### config.mk
export PLATFORM = sky130hd
export DESIGN_NAME = fetch_issue_splitter
export DESIGN_NICKNAME = d
export VERILOG_FILES = /design/src/rtl/fetch_issue_splitter.sv
export SDC_FILE = /design/constraint.sdc
export NUM_CORES = 1
export LEC_CHECK = 0
export BUFFER_PORTS_ARGS = -buffer_cell sky130_fd_sc_hd__buf_2
export CAP_MARGIN = 10
export CORE_AREA = 5 5 201 203
export CTS_CLUSTER_SIZE = 40
export DETAILED_ROUTE_END_ITERATION = 7
export DIE_AREA = 0 0 206 208
export PLACE_DENSITY = 0.79
export SLEW_MARGIN = 5
export SYNTH_ARGS = -nofsm -noshare
export SYNTH_HDL_FRONTEND = slang
export SYNTH_SLANG_ARGS = --single-unit
### constraint.sdc
create_clock -name clock -period 23.6 [get_ports clock]
set_clock_uncertainty 0.1 [all_clocks]
set_input_delay 4.72 -clock clock [delete_from_list [all_inputs] [get_ports clock]]
set_output_delay 4.72 -clock clock [all_outputs]
set_load 0.05 [all_outputs]
### src/rtl/fetch_issue_splitter.sv
// fetch_issue_splitter
// Consumes 2-wide fetch packets from the fetch queue dequeue port, holds one
// packet, and issues its valid instructions in program order to a 2-slot
// decoder that accepts 0, 1 or 2 instructions per cycle. Leftover
// instructions are compacted into slot 0. The packet's branch prediction is
// attached to its last valid instruction only.
//
// Ports:
//   clock, reset             clock, asynchronous active-high reset
//   io_i_flush               synchronous flush, drops the held packet
//   io_in_*                  fetch queue dequeue handshake and packet fields
//   io_out_*_0 / _1          issue slots (valid, pc, inst, prediction, ready)
//   io_perf_*                optional performance counters
//
// Optional feature: define FETCH_ISSUE_SPLITTER_PERF_EN to add the
// issue / stall / split performance counters.
module fetch_issue_splitter #(
    parameter int XLEN       = 64,
    parameter int INST_W     = 32,
    parameter int INST_BYTES = 4
) (
    input  logic              clock,
    input  logic              reset,
    input  logic              io_i_flush,
    input  logic              io_in_valid,
    output logic              io_in_ready,
    input  logic              io_in_bits_valids_0,
    input  logic              io_in_bits_valids_1,
    input  logic [XLEN-1:0]   io_in_bits_pc,
    input  logic [INST_W-1:0] io_in_bits_insts_0,
    input  logic [INST_W-1:0] io_in_bits_insts_1,
    input  logic              io_in_bits_branch_predict_pack_valid,
    input  logic              io_in_bits_branch_predict_pack_taken,
    input  logic [XLEN-1:0]   io_in_bits_branch_predict_pack_target,
    output logic              io_out_valid_0,
    output logic [XLEN-1:0]   io_out_pc_0,
    output logic [INST_W-1:0] io_out_inst_0,
    output logic              io_out_bp_valid_0,
    output logic              io_out_bp_taken_0,
    output logic [XLEN-1:0]   io_out_bp_target_0,
    input  logic              io_out_ready_0,
    output logic              io_out_valid_1,
    output logic [XLEN-1:0]   io_out_pc_1,
    output logic [INST_W-1:0] io_out_inst_1,
    output logic              io_out_bp_valid_1,
    output logic              io_out_bp_taken_1,
    output logic [XLEN-1:0]   io_out_bp_target_1,
    input  logic              io_out_ready_1
`ifdef FETCH_ISSUE_SPLITTER_PERF_EN
    ,
    output logic [31:0]       io_perf_issue_cnt,
    output logic [31:0]       io_perf_stall_cnt,
    output logic [31:0]       io_perf_split_cnt
`endif
);

    // The state value is the number of held instructions.
    typedef enum logic [1:0] {
        ST_EMPTY = 2'd0,
        ST_ONE   = 2'd1,
        ST_TWO   = 2'd2
    } state_t;

    typedef struct packed {
        logic [XLEN-1:0]   pc;
        logic [INST_W-1:0] inst;
        logic              bp_valid;
        logic              bp_taken;
        logic [XLEN-1:0]   bp_target;
    } entry_t;

    state_t state_r;
    state_t state_n_s;
    entry_t e0_r, e1_r;
    entry_t e0_n_s, e1_n_s;

    logic [1:0] cnt_s;
    logic       take0_s;
    logic [1:0] acc_s;
    logic [1:0] rem_s;
    logic       load_s;
    entry_t     slot0_s, slot1_s;
    entry_t     slot0_bp_s, slot1_bp_s;

    assign cnt_s   = state_r;
    // Acceptance is strictly in order: slot 1 only counts behind slot 0.
    assign take0_s = io_out_valid_0 & io_out_ready_0;
    assign acc_s   = {1'b0, take0_s} + {1'b0, take0_s & io_out_valid_1 & io_out_ready_1};
    assign rem_s   = cnt_s - acc_s;

    assign io_in_ready = (rem_s == 2'd0) & ~io_i_flush;
    assign load_s      = io_in_valid & io_in_ready;

    // Packet slots without prediction, and with the packet prediction attached.
    assign slot0_s    = '{pc: io_in_bits_pc, inst: io_in_bits_insts_0,
                          bp_valid: 1'b0, bp_taken: 1'b0, bp_target: '0};
    assign slot1_s    = '{pc: io_in_bits_pc + XLEN'(INST_BYTES), inst: io_in_bits_insts_1,
                          bp_valid: 1'b0, bp_taken: 1'b0, bp_target: '0};
    assign slot0_bp_s = '{pc: slot0_s.pc, inst: slot0_s.inst,
                          bp_valid: io_in_bits_branch_predict_pack_valid,
                          bp_taken: io_in_bits_branch_predict_pack_taken,
                          bp_target: io_in_bits_branch_predict_pack_target};
    assign slot1_bp_s = '{pc: slot1_s.pc, inst: slot1_s.inst,
                          bp_valid: io_in_bits_branch_predict_pack_valid,
                          bp_taken: io_in_bits_branch_predict_pack_taken,
                          bp_target: io_in_bits_branch_predict_pack_target};

    // Next-state and next-entry selection: flush, load, partial issue or hold.
    always_comb begin
        state_n_s = state_r;
        e0_n_s    = e0_r;
        e1_n_s    = e1_r;
        if (io_i_flush) begin
            state_n_s = ST_EMPTY;
        end else if (load_s) begin
            case ({io_in_bits_valids_0, io_in_bits_valids_1})
                2'b00: begin
                    state_n_s = ST_EMPTY;
                end
                2'b01: begin
                    e0_n_s    = slot1_bp_s;
                    state_n_s = ST_ONE;
                end
                2'b10: begin
                    e0_n_s    = slot0_bp_s;
                    state_n_s = ST_ONE;
                end
                2'b11: begin
                    e0_n_s    = slot0_s;
                    e1_n_s    = slot1_bp_s;
                    state_n_s = ST_TWO;
                end
                default: begin
                    state_n_s = ST_EMPTY;
                end
            endcase
        end else if (rem_s == 2'd0) begin
            state_n_s = ST_EMPTY;
        end else if ((state_r == ST_TWO) && (acc_s == 2'd1)) begin
            // Only the oldest left: the younger entry moves down to slot 0.
            e0_n_s    = e1_r;
            state_n_s = ST_ONE;
        end else begin
            state_n_s = state_r;
        end
    end

    // State register.
    always_ff @(posedge clock or posedge reset) begin
        if (reset) begin
            state_r <= ST_EMPTY;
        end else begin
            state_r <= state_n_s;
        end
    end

    // Entry registers.
    always_ff @(posedge clock or posedge reset) begin
        if (reset) begin
            e0_r <= '0;
            e1_r <= '0;
        end else begin
            e0_r <= e0_n_s;
            e1_r <= e1_n_s;
        end
    end

    assign io_out_valid_0     = (state_r != ST_EMPTY);
    assign io_out_valid_1     = (state_r == ST_TWO);
    assign io_out_pc_0        = e0_r.pc;
    assign io_out_inst_0      = e0_r.inst;
    assign io_out_bp_valid_0  = e0_r.bp_valid;
    assign io_out_bp_taken_0  = e0_r.bp_taken;
    assign io_out_bp_target_0 = e0_r.bp_target;
    assign io_out_pc_1        = e1_r.pc;
    assign io_out_inst_1      = e1_r.inst;
    assign io_out_bp_valid_1  = e1_r.bp_valid;
    assign io_out_bp_taken_1  = e1_r.bp_taken;
    assign io_out_bp_target_1 = e1_r.bp_target;

`ifdef FETCH_ISSUE_SPLITTER_PERF_EN
    logic [31:0] perf_issue_r, perf_stall_r, perf_split_r;

    // Performance counters; cleared only by reset, wrap naturally.
    always_ff @(posedge clock or posedge reset) begin
        if (reset) begin
            perf_issue_r <= 32'd0;
            perf_stall_r <= 32'd0;
            perf_split_r <= 32'd0;
        end else begin
            perf_issue_r <= perf_issue_r + {30'd0, acc_s};
            perf_stall_r <= perf_stall_r + {31'd0, (cnt_s != 2'd0) && (acc_s == 2'd0)};
            perf_split_r <= perf_split_r + {31'd0, (state_r == ST_TWO) && (acc_s == 2'd1)};
        end
    end

    assign io_perf_issue_cnt = perf_issue_r;
    assign io_perf_stall_cnt = perf_stall_r;
    assign io_perf_split_cnt = perf_split_r;
`endif

endmodule

Word-level counts from Yosys, hierarchy flattened
Index checks and enable logic that the tools add are counted.
{"block": "op_classes", "eq_ne": 7, "n_addsub": 3, "n_reduce_logical": 9, "n_mux": 9, "bitwise": 6}
{"operator": "two-way mux 162 bit", "n": 3}
{"operator": "case mux 162 bit (3 select lines)", "n": 1}
{"operator": "adder 64 x 3 -> 64 bit, second input constant", "n": 1}
{"operator": "two-way mux 2 bit", "n": 4}
{"operator": "== test 2 bit, second input constant", "n": 3}
{"operator": "case mux 2 bit (3 select lines)", "n": 1}
{"operator": "bitwise AND 1 bit", "n": 5}
{"operator": "== test 2 x 1 -> 1 bit, second input constant", "n": 2}
{"operator": "zero test 2 bit", "n": 2}
{"operator": "inequality test 4 x 1 -> 1 bit, second input constant", "n": 1}
{"operator": "AND reduction 4 bit", "n": 1}
{"operator": "nonzero test 2 bit", "n": 2}
{"operator": "nonzero test 4 bit", "n": 1}
{"operator": "AND reduction 3 bit", "n": 1}
{"operator": "adder 1 x 1 -> 2 bit", "n": 1}
{"operator": "inequality test 2 bit, second input constant", "n": 1}
{"operator": "OR reduction 2 bit", "n": 1}
{"operator": "subtractor 2 bit", "n": 1}
{"operator": "logical AND 1 bit", "n": 1}
{"operator": "NOT 1 bit", "n": 1}
{"block": "totals", "out_inout_bits": 327, "register_bits": 326, "wordCells": 45, "input_bits": 202}

Depth between registers and ports, before layout
Gate-level depths: netlist of the first run.
{"block": "depth", "depth_word": 11, "mapped_depth": 13, "mapped_depth_nobuf": 9}

Worst setup path after synthesis of the first run
No wires, ideal clock.
{"block": "synth_timing", "path_type": "input to output", "startpoint": "input port io_out_ready_1", "endpoint": "output port io_in_ready", "path_slack_ns": 12.586, "required_time_ns": 18.780, "n_path_buf": 0, "stages": 5, "t_arrival_ns": 6.194, "path_cell_list": "and3_1 ha_1 xnor2_1 nand2_1 nor2_1"}
{"block": "synth_via", "elab_chain_len": 5}
{"item": "from (decl)", "line": "48", "text": "input logic io_out_ready_1"}
{"item": "bitwise AND 1 bit", "line": "88", "text": "assign acc_s = {1'b0, take0_s} + {1'b0, take0_s & io_out_valid_1 & io_out_ready_1};"}
{"item": "adder 1 x 1 -> 2 bit", "line": "88"}
{"item": "subtractor 2 bit", "line": "89", "text": "assign rem_s = cnt_s - acc_s;"}
{"item": "zero test 2 bit", "line": "91", "text": "assign io_in_ready = (rem_s == 2'd0) & ~io_i_flush;"}
{"item": "bitwise AND 1 bit", "line": "91"}
{"item": "to (decl)", "line": "26", "text": "output logic io_in_ready,"}
No other way between the ends.

Worst setup path in the final report of the first run
Ends and elaborated chain as after synthesis.

==> results.sh, run 1 <==
export IMPL_status="completed"
export IMPL_clockRootBuffer="clkbuf_16"
export IMPL_r2r_end="io_out_pc_1[1]"
export IMPL_yosys_area_top_type_share_pct=48.9
export IMPL_intPower_mw=1.57
export IMPL_cts_made_buffers=37
export IMPL_synth_seq_cells=326
export IMPL_slew_viol_final=0
export IMPL_post_place_ws_ps=12350
export IMPL_cts_hold_buf=0
export IMPL_clk_path_buf_depth=3
export IMPL_synth_area_leader_cell="dfrtp_1"
export IMPL_ys_types=67
export IMPL_place_area_um2=19500
export IMPL_p_per_area_nw_per_um2=164
export IMPL_synth_seq_area_share_pct=48.9
export IMPL_synth_async_sr_flop_share_pct=100
export IMPL_fill_cells=3409
export IMPL_cp_end_kind="output pin"
export IMPL_grt_pass1_wl_um=90700
export IMPL_finalPower_mw=3.40
export IMPL_die_x_um=206
export IMPL_cp_max_fo=4
export IMPL_cts_tree="yes"
export IMPL_finalNetCount=2443
export IMPL_synth_flop_cell="dfrtp_1"
export IMPL_worstPathArrival_ps=6450
export IMPL_fp_row_count=72
export IMPL_path_clk_slew_ps=60
export IMPL_final_cell_area_um2=20700
export IMPL_worstPathRequired_ps=18780
export IMPL_seq_area_um2=8160
export IMPL_layout_drive_gt1_share_pct=32.6
export IMPL_grt_pass1_vias=15700
export IMPL_vias=16200
export IMPL_port_buffers=528
export IMPL_hold_worst_slack_ps=376
export IMPL_setup_ws_ps=12330
export IMPL_dr_pass1_iters=6
export IMPL_dp_hpwl_um=41500
export IMPL_hold_viol_final=0
export IMPL_yosysMostFrequentCell="dfrtp_1"
export IMPL_synth_area_top_cells="dfrtp_1, mux2_2, nand2_1"
export IMPL_start_kind="input pin"
export IMPL_insertion_delay_ps=560
export IMPL_grt_antenna_before_repair=4
export IMPL_setup_viol=0
export IMPL_p_comb_share_pct=53.6
export IMPL_peakVddDrop_mv=0.122
export IMPL_synth_area_um2=16700
export IMPL_grt_max_degree=111
export IMPL_die_h_um=208
export IMPL_start_util_pct=43.6
export IMPL_worstHoldPathCells=2
export IMPL_slew_headroom_pct=18.1
export IMPL_rsz0062_at_grt="false"
export IMPL_finalCritPeriodShare_pct=47.7
export IMPL_rrSetupSlack_ps=18350
export IMPL_drt_total_wl_um=59500
export IMPL_fmax_mhz=88.8
export IMPL_power_leakage_nw=9.59
export IMPL_avgSynthCellArea_um2=9.26
export IMPL_io_pins=529
export IMPL_yosysWarningCount=0
export IMPL_drv_cap=0
export IMPL_crit_type="input pin to output pin"
export IMPL_p_clk_share_pct=16.8
export IMPL_min_to="io_out_inst_0[7]"
export IMPL_ant_nets=0
export IMPL_multi_input_area_um2=7910
export IMPL_die_area_um2=42800
export IMPL_drt_iter0_markers=1642
export IMPL_core_area_um2=38300
export IMPL_postCtsSetupBuffers=0
export IMPL_synthCells=1803
export IMPL_viasPerCell=5.82
export IMPL_gp_congestion=0.911
export IMPL_synth_edf_count=0
export IMPL_min_path_type="flip-flop to flip-flop"
export IMPL_drc_errors=0
export IMPL_grt_usage_pct=26.3
export IMPL_cts_resized=0
export IMPL_syn_nets=2011
export IMPL_cts_sinks=326
export IMPL_tightest_slew_ps=1230
export IMPL_fin_setup_tns_ps=0
export IMPL_p_seq_share_pct=29.6
export IMPL_min_period_ps=11270
export IMPL_synthTopCellsByCount="dfrtp_1, nand2_1, o21ai_0"
export IMPL_worstReg2RegStart="cnt_s[0]"
export IMPL_rr_worst_depth=9
export IMPL_wl_per_cell_um=21.4
export IMPL_globalRouteOverflowTotal=0
export IMPL_area_delta_synth_final_pct=24.1
export IMPL_cts_max_level=2
export IMPL_worstHoldStart="io_out_inst_0[7]"
export IMPL_switchingPower_mw=1.83
export IMPL_swShare_pct=53.8
-- state kept, by name (all words and copies together), names as in the netlist --
signal,flops
io_out_bp_valid_0,1
io_out_pc_0,64
cnt_s,2
io_out_inst_1,32
io_out_inst_0,32
io_out_bp_valid_1,1
io_out_bp_target_1,64
io_out_pc_1,64
io_out_bp_taken_1,1
io_out_bp_target_0,64
io_out_bp_taken_0,1
-- power groups by stage --
stage                     sequential [mW]  combinational [mW]  clock (mW)
after floorplan                      1.92               0.415           0
after global placement              0.995                1.80           0
after detailed placement             1.01                1.83           0
after CTS                            1.00                1.83       0.578
after global routing                 1.04                1.92       0.600
final                                1.01                1.82       0.570
-- final cells by class --
class / instances / area share, %
timing repair buffer: 546 / 13.4
inverter: 8 / 0.181
antenna: 4 / 0.0483
tap: 518 / 3.13
clock inverter: 8 / 0.683
sequential: 326 / 39.4
multi-input combinational: 1316 / 38.2
clock buffer: 51 / 4.97
-- placed cells by master, fill, tap and decap left out, types with 20 or more instances in the layout --
| master | count |
|---|---|
| nand2_1 | 264 |
| nor2_1 | 132 |
| dfrtp_1 | 326 |
| nand3_1 | 113 |
| xnor2_1 | 34 |
| o21ai_0 | 171 |
| clkbuf_16 | 37 |
| or3_1 | 26 |
| a21oi_1 | 86 |
| mux2i_1 | 26 |
| buf_2 | 528 |
| a31oi_1 | 90 |
| xor2_1 | 31 |
| mux2_2 | 104 |
| nand4_1 | 20 |
| nor3_1 | 31 |
-- cell families (layout without fill, tap and decap cells) --
kind of cell	after synthesis	after routing	share of synthesized area (%)
adders and majority gates	6	6	0.450
xor gates and xnor gates	65	65	3.41
DFF	326	326	48.9
and+or+nand+nor	678	678	19.3
other	0	4	0
buffers and inverters	161	613	4.05
AOI/OAI and AO/OA	437	437	15.4
muxes	130	130	8.58
-- worst max-delay path, stage by stage --
cell     delay (ps)
buf_2           140
and3_1          170
ha_1            320
xnor2_1         420
nand2_1         180
nor2_1          180
buf_2           300
-- worst max path at each step --
stage	start	end	slack, ps	cells past startpoint
6_report	io_out_ready_1	io_in_ready	12330	7
5_1_grt	io_out_ready_1	io_in_ready	12240	7
4_1_cts	io_out_ready_1	io_in_ready	12350	7
3_5_place_dp	io_out_ready_1	io_in_ready	12350	7
3_3_place_gp	io_out_ready_1	io_in_ready	12370	7
2_1_floorplan	reset	cnt_s[0]	9750	1
-- metrics by stage --
stage | cells | util (%)
2_1_floorplan | 1803 | -
3_3_place_gp | 2714 | 51.0
3_5_place_dp | 2714 | 51.0
4_1_cts | 2773 | 54.1
5_1_grt | 2775 | 54.1
6_report | 2777 | 54.1
-- layer usage --
metal | up-vias | share of wire, % | GRT usage [%]
li1 | 7291 | - | -
met1 | 7853 | 38 | 33.1
met2 | 850 | 48 | 43.3
met3 | 157 | 9.1 | 6.63
met4 | 4 | 4.1 | 10.5
met5 | - | 0.035 | 0
(Power assumes the default switching activity.)
==> run 2: changes to the inputs <==
CORE_AREA = 5 5 202 204   (was 5 5 201 203)
DIE_AREA = 0 0 207 209   (was 0 0 206 208)
PLACE_DENSITY = 0.78   (was 0.79)
clock period = 11.7 ns   (was 23.6 ns; I/O delays follow)
==> run 2 against run 1 <==
Die area is 0.97% higher. Critical path depth unchanged. Global-route usage is 0.18 points higher. Hold slack worse by 4.6 ps. Via count rose by 0.82%. Clock power grew 110%. Sequential cell count unchanged. Non-clock buffer count down 1. Final cell count up 0.61%. Largest power group unchanged.
==> results.sh, run 2 (synthesis results as in run 1) <==
export IMPL_status="completed"
export IMPL_drt_iter0_markers=1803
export IMPL_worstReg2RegStart="cnt_s[0]"
export IMPL_grt_max_degree=185
export IMPL_layout_drive_gt1_share_pct=32.9
export IMPL_slew_headroom_pct=18.9
export IMPL_fp_row_count=73
export IMPL_rrSetupSlack_ps=6510
export IMPL_worstPathRequired_ps=9260
export IMPL_power_leakage_nw=9.62
export IMPL_grt_pass1_wl_um=93300
export IMPL_dr_pass1_iters=7
export IMPL_rr_worst_depth=9
export IMPL_min_period_ps=6500
export IMPL_fin_util_pct=53.3
export IMPL_globalRouteOverflowTotal=0
export IMPL_worstHoldStart="io_out_pc_0[5]"
export IMPL_final_cell_mix="buf_2, dfrtp_1, nand2_1, o21ai_0, nor2_1"
export IMPL_drt_total_wl_um=60100
export IMPL_fmax_mhz=154
export IMPL_final_common_cell="buf_2"
export IMPL_worstHoldPathCells=2
export IMPL_crit_type="input pin to output pin"
export IMPL_cts_hold_buf=0
export IMPL_grt_antenna_before_repair=12
export IMPL_viasPerCell=5.83
export IMPL_path_clk_slew_ps=60
export IMPL_tightest_slew_ps=1220
export IMPL_cp_max_fo=4
export IMPL_finalPower_mw=6.94
export IMPL_area_delta_synth_final_pct=24.7
export IMPL_postCtsSetupBuffers=0
export IMPL_finalNetCount=2441
export IMPL_die_h_um=209
export IMPL_cp_end_kind="output pin"
export IMPL_dp_cells=2720
export IMPL_vias=16300
export IMPL_die_x_um=207
export IMPL_peakVddDrop_mv=0.191
export IMPL_io_pins=529
export IMPL_start_util_pct=42.7
export IMPL_clk_path_buf_depth=3
export IMPL_cts_sinks=326
export IMPL_port_buffers=528
export IMPL_setup_viol=0
export IMPL_p_per_area_nw_per_um2=333
export IMPL_cts_max_level=2
export IMPL_dp_hpwl_um=41900
export IMPL_start_kind="input pin"
export IMPL_hold_viol_final=0
export IMPL_final_cells=2794
export IMPL_post_place_ws_ps=4930
export IMPL_place_area_um2=19500
export IMPL_cts_tree="yes"
export IMPL_clockRootBuffer="clkbuf_16"
export IMPL_grt_usage_pct=26.5
export IMPL_rsz0062_at_grt="false"
export IMPL_core_area_um2=39100
export IMPL_wl_per_cell_um=21.5
export IMPL_fin_setup_tns_ps=0
export IMPL_finalCritPeriodShare_pct=55.6
export IMPL_r2r_end="io_out_bp_target_1[3]"
export IMPL_min_path_type="flip-flop to flip-flop"
export IMPL_grt_pass1_vias=16100
export IMPL_cts_made_buffers=36
export IMPL_gp_congestion=0.944
export IMPL_ant_nets=0
export IMPL_die_area_um2=43300
export IMPL_slew_viol_final=0
export IMPL_setup_ws_ps=5200
export IMPL_min_to="io_out_pc_0[5]"
export IMPL_final_cell_area_um2=20800
export IMPL_drc_errors=0
export IMPL_drv_cap=0
export IMPL_cts_resized=0
export IMPL_hold_worst_slack_ps=372
export IMPL_insertion_delay_ps=550
export IMPL_worstPathArrival_ps=4060
run 2: worst max path at each step:
stage / from / slack, ps / cells past startpoint / end
6_report: io_out_ready_1 / 5200 / 7 / io_in_ready
5_1_grt: io_out_ready_1 / 5070 / 7 / io_in_ready
4_1_cts: io_out_ready_1 / 5180 / 7 / io_in_ready
3_5_place_dp: io_out_ready_1 / 4930 / 9 / io_out_bp_target_1[5]
3_3_place_gp: io_out_ready_1 / 4980 / 9 / io_out_bp_target_1[4]
2_1_floorplan: reset / 230 / 1 / cnt_s[0]
run 2: power breakdown:
group,total [mW],switching [mW],internal (mW)
Sequential,2.05,0.379,1.67
Clock,1.20,0.479,0.724
Combinational,3.69,2.86,0.821
Total,6.94,3.72,3.22
run 2: cell type report:
class	count	area (um2)
fillers	3486	18300
repair buffers	545	2780
clock inverters	14	195
clock buffers	51	1060
inverters	8	37.5
well taps	525	657
diodes	9	22.5
multi-input cells	1316	7910
flip-flops and latches	326	8160
run 2: metal layers:
layer | track usage [%] | up-vias | wire, um | share of wire [%]
li1 | - | 7305 | - | -
met1 | 33.3 | 7886 | 22900 | 38
met2 | 43.8 | 906 | 29300 | 49
met3 | 6.49 | 180 | 5300 | 8.8
met4 | 11.3 | 10 | 2460 | 4.1
met5 | 0 | - | 54 | 0.090
run 2: worst max-delay path, cell delays in order:
cell     delay (ps)
buf_2           100
and3_1          190
ha_1            330
xnor2_1         410
nand2_1         180
nor2_1          180
buf_2           320
